==> config.mk <==
export PLATFORM = sky130hd
export DESIGN_NAME = vram_arbiter
export DESIGN_NICKNAME = d
export VERILOG_FILES = /design/src/rtl/vram_pkg.sv /design/src/rtl/vram_arbiter_pick.sv /design/src/rtl/vram_arbiter.sv
export SDC_FILE = /design/constraint.sdc
export NUM_CORES = 1
export LEC_CHECK = 0
export ABC_AREA = 0
export CAP_MARGIN = 20
export CORE_MARGIN = 2
export CORE_UTILIZATION = 29
export DETAILED_ROUTE_END_ITERATION = 8
export GPL_TIMING_DRIVEN = 0
export PLACE_DENSITY = 0.79
export SYNTH_ARGS = -nofsm -noshare
export SYNTH_HDL_FRONTEND = slang
export SYNTH_SLANG_ARGS = --single-unit
export TNS_END_PERCENT = 50
==> constraint.sdc <==
create_clock -name i_clk -period 2.24 [get_ports i_clk]
set_input_delay 0.336 -clock i_clk [delete_from_list [all_inputs] [get_ports i_clk]]
set_output_delay 0.336 -clock i_clk [all_outputs]
set_load 0.01 [all_outputs]
==> src/rtl/vram_pkg.sv <==
// Shared constants and types for the VRAM port arbiter.
package vram_pkg;

    localparam int VRAM_AW   = 11;
    localparam int VRAM_DW   = 9;
    localparam int VRAM_NREQ = 3;

    localparam int REQ_CLEAR  = 0;
    localparam int REQ_SCROLL = 1;
    localparam int REQ_CHAR   = 2;

    localparam logic [VRAM_AW-1:0] VRAM_LAST_ADDR = 11'h7FF;

    typedef enum logic {
        ST_IDLE,
        ST_OWN
    } arb_state_t;

endpackage

==> src/rtl/vram_arbiter_pick.sv <==
// Combinational one-hot picker: first set request found searching upward
// from start, wrapping. Tying start to 0 gives fixed lowest-index priority.
module arb_pick #(
    parameter int N  = 3,
    parameter int PW = 2
) (
    input  logic [N-1:0]  req,
    input  logic [PW-1:0] start,
    output logic [N-1:0]  gnt
);

    int   idx;
    logic found;

    always_comb begin
        gnt   = '0;
        found = 1'b0;
        idx   = 0;
        for (int i = 0; i < N; i++) begin
            idx = int'(start) + i;
            if (idx >= N) idx = idx - N;
            if (!found && req[idx]) begin
                gnt[idx] = 1'b1;
                found    = 1'b1;
            end
        end
    end

endmodule

==> src/rtl/vram_arbiter.sv <==
// Three-way VRAM port arbiter with ownership lock and tagged read return.
// Define VRAM_ARB_RR_EN for round-robin selection instead of fixed priority.
import vram_pkg::*;

module vram_arbiter #(
    parameter int AW   = VRAM_AW,
    parameter int DW   = VRAM_DW,
    parameter int NREQ = VRAM_NREQ
) (
    input  logic              i_clk,
    input  logic              i_rst_n,
    input  logic [NREQ-1:0]   i_req,
    input  logic [NREQ*AW-1:0] i_addr,
    input  logic [NREQ*DW-1:0] i_din,
    input  logic [NREQ-1:0]   i_we,
    input  logic [NREQ-1:0]   i_ce,
    output logic [NREQ-1:0]   o_gnt,
    output logic [NREQ-1:0]   o_rvalid,
    output logic [DW-1:0]     o_rdata,
    output logic              o_busy,
    output logic [AW-1:0]     o_vram_addr,
    output logic [DW-1:0]     o_vram_din,
    output logic              o_vram_w,
    output logic              o_vram_ce,
    input  logic [DW-1:0]     i_vram_dout
);

    localparam int PW = (NREQ > 1) ? $clog2(NREQ) : 1;

    arb_state_t      state, state_n;
    logic [NREQ-1:0] gnt_n;
    logic [NREQ-1:0] pick;
    logic [NREQ-1:0] rd_tag, rd_tag_n;
    logic [PW-1:0]   start;

    // The current owner's own bit is excluded so a dropping owner never re-wins.
    arb_pick #(.N(NREQ), .PW(PW)) u_pick (
        .req   (i_req & ~o_gnt),
        .start (start),
        .gnt   (pick)
    );

`ifdef VRAM_ARB_RR_EN
    logic [PW-1:0] last_q, gnt_idx;

    always_comb begin
        gnt_idx = '0;
        for (int k = 0; k < NREQ; k++)
            if (gnt_n[k]) gnt_idx = PW'(k);
    end

    always_ff @(posedge i_clk or negedge i_rst_n) begin
        if (!i_rst_n)
            last_q <= PW'(NREQ - 1);
        else if (|gnt_n && (gnt_n != o_gnt))
            last_q <= gnt_idx;
    end

    assign start = (last_q >= PW'(NREQ - 1)) ? '0 : last_q + 1'b1;
`else
    assign start = '0;
`endif

    always_comb begin
        state_n = state;
        gnt_n   = o_gnt;
        case (state)
            ST_IDLE: begin
                if (|pick) begin
                    gnt_n   = pick;
                    state_n = ST_OWN;
                end
            end
            ST_OWN: begin
                // Owner released: hand off on this same edge, no idle bubble.
                if (!(|(o_gnt & i_req))) begin
                    gnt_n   = pick;
                    state_n = (|pick) ? ST_OWN : ST_IDLE;
                end
            end
            default: begin
                gnt_n   = '0;
                state_n = ST_IDLE;
            end
        endcase
    end

    // Only a granted, still-requesting owner can launch an access.
    assign rd_tag_n = o_gnt & i_req & i_ce & ~i_we;

    always_ff @(posedge i_clk or negedge i_rst_n) begin
        if (!i_rst_n) begin
            state    <= ST_IDLE;
            o_gnt    <= '0;
            rd_tag   <= '0;
            o_rvalid <= '0;
            o_rdata  <= '0;
        end else begin
            state    <= state_n;
            o_gnt    <= gnt_n;
            rd_tag   <= rd_tag_n;
            o_rvalid <= rd_tag;
            if (|rd_tag) o_rdata <= i_vram_dout;
        end
    end

    always_comb begin
        o_vram_addr = '0;
        o_vram_din  = '0;
        o_vram_w    = 1'b0;
        o_vram_ce   = 1'b0;
        for (int k = 0; k < NREQ; k++) begin
            if (o_gnt[k]) begin
                o_vram_addr = i_addr[k*AW +: AW];
                o_vram_din  = i_din[k*DW +: DW];
                o_vram_w    = i_we[k] & i_ce[k] & i_req[k];
                o_vram_ce   = i_ce[k] & i_req[k];
            end
        end
    end

    assign o_busy = |o_gnt;

endmodule
* Yosys cells after proc, flatten, opt, wreduce, memory -nomap -nowiden *
Index checks and enable logic that the tools add are counted.
Widths: inputs -> output; s select.

word-level totals
  output and inout port bits = 38
  input bits = 80
  bits in registers = 19
  logic and storage cells = 55

cells by class
  eq/ne operators = 2
  bitwise gates (word level) = 16
  mux-type cells = 23
  reductions and logical operators = 9

operators by type and width
  cell                number
  $mux 11             3
  $mux 9              3
  $and 3x3->3         4
  $reduce_or 3->1     4
  $mux 1              11
  $and 1x1->1         9
  $mux 3              3
  $not 3->3           2
  $pmux 3 s2          1
  $ne 2x2->1 const B  2
  $logic_and 1x1->1   2
  $logic_not 1->1     2
  $mux 2              1
  $pmux 1 s2          1
  $reduce_and 2->1    1
  $not 1->1           1

* Depth between registers and ports, before layout *
Gate-level depths: netlist of the first run.

  word-level depth = 13
  gate-level depth with buffers = 6

* Modules after synthesis *
Synthesis of the first run repeated with hierarchy kept, for this count alone.

second synthesis, totals
  cell total of the unflattened synthesis = 174
  area total of the unflattened synthesis = 1475.2 um2

modules (own cells, without submodules)
  module        cells each  seq. area each (um2)  area an instance (um2)  instances
  vram_arbiter  139         475.5                 1209.9                  1
  arb_pick      35          0.0                   265.3                   1

* Worst setup path after synthesis of the first run *
OpenSTA, ideal clock, no wires.

  path type = register to output
  start point = register o_gnt[1]
  end point = output port o_vram_din[5]
  buffers on the path = 3
  data arrival time = 1566 ps
  setup slack = 338 ps
  cell stages (with the launch flop) = 7
  data required time = 1904 ps
  cell sequence = dfrtp_1 -> clkbuf_1 -> nor2b_1 -> clkbuf_1 -> buf_2 -> a22oi_1 -> o21ai_0

between the ends
  longest elaborated chain between the ends = 2

ends and longest elaborated chain
  item                    RTL line             source
  start, declared         vram_arbiter.sv:17   output logic [NREQ-1:0] o_gnt,
  start signal, assigned  vram_arbiter.sv:100  o_gnt <= gnt_n;
  $mux 9 (2 in a row)     vram_arbiter.sv:113  if (o_gnt[k]) begin
  end, declared           vram_arbiter.sv:22   output logic [DW-1:0] o_vram_din,

No other way between the ends.

* Final worst setup path of the first run *
  start point = register o_gnt[0]
  end point = output port o_vram_addr[3]

between the ends
  longest elaborated chain between the ends = 3

ends and longest elaborated chain
  item                  RTL line             source
  $mux 11 (3 in a row)  vram_arbiter.sv:113
  end, declared         vram_arbiter.sv:21   output logic [AW-1:0] o_vram_addr,

No other way between the ends.

==> results of run 1 <==
routing by layer:
metal	GRT usage [%]	part of all wire [%]
met1	20.8	40
met2	30.1	47
met3	5.76	11
met4	7.25	1.7
met5	0	0
how the worst max path moves through the flow:
stage | endpoint | slack (ns)
3_3_place_gp | o_vram_din[6] | -0.31
3_5_place_dp | o_vram_addr[2] | -0.32
4_1_cts | o_vram_din[8] | 0.0004
2_1_floorplan | o_vram_din[5] | 0.34
6_report | o_vram_addr[3] | 0.09
5_1_grt | o_vram_addr[7] | -0.01
state kept, by name, summed over array words and instances (netlist names):
| register | count |
|---|---|
| o_rdata | 9 |
| o_rvalid | 3 |
| state | 1 |
| rd_tag | 3 |
| o_gnt | 3 |
where the power goes:
group / internal, mW / switching, mW / leakage (nW) / total, mW
logic: 0.850 / 0.709 / 0.813 / 1.56
registers: 0.463 / 0.0806 / 0.235 / 0.544
clock network: 0.126 / 0.102 / 0.0228 / 0.228
total: 1.44 / 0.891 / 1.07 / 2.33
critical path: cells and delay by family, from the launching register on:
| kind | cells | cell delay, ns |
|---|---|---|
| DFF | 1 | 0.37 |
| AOI/OAI and AO/OA | 2 | 0.25 |
| and+or+nand+nor | 1 | 0.13 |
| buffers and inverters | 4 | 0.82 |
what timing repair did:
item	in CTS	in global routing
hold buffers	0	0
setup buffers	0	0
gates resized for setup	27	17
setup endpoints to repair	22	12
pin swaps	0	0
logic make-up after synthesis:
group | Yosys count | synth area share (%)
muxes | 10 | 9.78
and+or+nand+nor | 40 | 16.1
buffers and inverters | 15 | 5.47
AOI/OAI and AO/OA | 51 | 28.7
DFF | 19 | 40.0
cells in the final DEF, fill, tap and decap left out, types with 2 or more instances in the layout:
master            n
inv_1             4
clkbuf_1          2
buf_6             2
a22oi_1          18
o2111ai_1         3
nand3_1           3
o21ai_0          19
clkbuf_4          3
dfrtp_1          18
clkbuf_8          3
o21ai_1           2
nor2_1            3
clkbuf_2          5
dlygate4sd2_1    15
nand2_1          22
mux2_2            9
nand2b_1          3
clkdlybuf4s50_1  96
dlymetal6s2s_1    4
nand4_1           3
per-stage QoR:
step / setup slack, ns / total power, mW / util (%)
6_report: 0.0939 / 2.33 / 62.4
5_1_grt: -0.0130 / 2.52 / 62.4
4_1_cts: 0.000418 / 2.34 / 61.9
3_5_place_dp: -0.325 / 2.20 / 61.0
3_3_place_gp: -0.313 / 2.17 / 61.0
2_1_floorplan: 0.338 / 1.29 / -
cell type report:
type	count	area [sq um]	share of cell area (%)
Multi-Input combinational cell	101	654	26.4
Timing Repair Buffer	117	1160	46.6
Clock buffer	4	45.0	1.82
Sequential cell	19	477	19.2
Inverter	4	15.0	0.606
Buffer	10	68.8	2.78
Tap cell	50	62.6	2.52
==> results_dict.tcl, run 1 <==
set metrics [dict create \
    dr.first_iter.drc_count 48 \
    crit_path_max_incr_delay_ns 0.37 \
    critical_path_required_ns 1.90 \
    clock_latency_ns 0.25 \
    p_leak_nw 1.07 \
    die_w_um 68.1 \
    drt-pass1-iter-count 4 \
    status "completed" \
    gp_congestion 0.805 \
    cts_root_buf "clkbuf_8" \
    cts_tree "done" \
    slew_headroom_pct 45.5 \
    syn_inst 135 \
    whs_ns 0.397 \
    grt_max_degree 20 \
    ant_nets 0 \
    n_fill_cell 363 \
    port_buffers 117 \
    vias 1540 \
    drt_wl_total_mm 4.19 \
    setup_viol 0 \
    antenna_cells 0 \
    via_per_inst 5.05 \
    yosysMostFrequentCell "nand2_1" \
    startpoint_type "register" \
    overflow 0 \
    fmax_mhz 466 \
    crit_path_start "o_gnt[0]$_DFFE_PN0P_" \
    hp-class "register to register" \
    drive_above_1_share_pct 10.6 \
    slowest_stage "dfrtp_1" \
    drc 0 \
    min_path_cells 0 \
    min_from "rd_tag[1]$_DFF_PN0_" \
    worst_pin_slew_ns 0.815 \
    setup_tns_ns 0 \
    critPathMostFrequentCell "buf_6" \
    die_area_sq_um 4630 \
    yosysSeqAreaShare_pct 40.0 \
    drv_cap 0 \
    cellPowerDensity_nw_per_um2 940 \
    dp_hpwl_mm 3.46 \
    r2r-end "o_gnt[0]$_DFFE_PN0P_" \
    ff2ff_path_depth 4 \
    rsz0062_at_grt "true" \
    synth_area_per_cell_sq_um 8.81 \
    placed_cells 302 \
    synth_commonest_cells "nand2_1, o21ai_0, a22oi_1, dfrtp_1" \
    grt_pass1_wl_mm 6.39 \
    hold_violations 0 \
    min_period_ns 2.15 \
    clkTransAtPathRegs_ns 0.06 \
    worstPathMaxFanout 10 \
    timing.rr.start "o_gnt[0]$_DFFE_PN0P_" \
    synth_area_leaders "dfrtp_1, a22oi_1, o21ai_0" \
    r2r_setup_slack_ns 0.49 \
    synthFlopType "dfrtp_1" \
    period_share_pct 95.8 \
    coreArea_sq_um 3970 \
    synth_area_leader_cell "dfrtp_1" \
    clock_skew_ns 0.000480 \
    cts-buffers-inserted 3 \
    yosysWarnings 0 \
    endpoint_kind "primary output" \
    row_count 23 \
    peakVddDrop_mv 0.423 \
    worstPathArrival_ns 1.81 \
    ys_seq_elements 19 \
    wl_per_cell_um 13.7 \
    cts.sinks 19 \
    place_area_sq_um 2420 \
    critPathKind "register to primary output" \
    area_growth_pct 108 \
    synthArstFlopShare_pct 100 \
    drv_slew 0 \
    layout.cells.non_filler 305 \
    hold_end "o_rvalid[1]$_DFF_PN0_" \
    initial_core_util_pct 30.0 \
    final_nets 336 \
    clockBufferDepth 2 \
    design_area_sq_um 2480 \
    grt_pass1_vias 1449 \
    die_h_um 68.1 \
    crit_chain "buf_6 > nor2b_1 > clkbuf_4 > buf_6 > a22oi_1 > o21ai_0 > dlygate4sd2_1" \
    io_pins 118 \
    cts_max_level 1 \
    synth_cell_types 29 \
    grt_usage_pct 17.9 \
    antenna_found_initial 0 \
    synth_top_area_share_pct 40.0 \
    synth_edf_count 0 \
    syn_area_sq_um 1190 \
    syn-num-nets 215 \
]
(Power assumes the default switching activity.)
==> run 2: changes to the inputs <==
--- a/config.mk
+++ b/config.mk
@@ -6,7 +6,7 @@
 export NUM_CORES = 1
 export LEC_CHECK = 0
 export ABC_AREA = 0
-export CAP_MARGIN = 20
+export CAP_MARGIN = 15
 export CORE_MARGIN = 2
 export CORE_UTILIZATION = 29
 export DETAILED_ROUTE_END_ITERATION = 8
==> results of run 2 <==
Same layout as run 1: the final DEF is identical, and so are final timing and power.
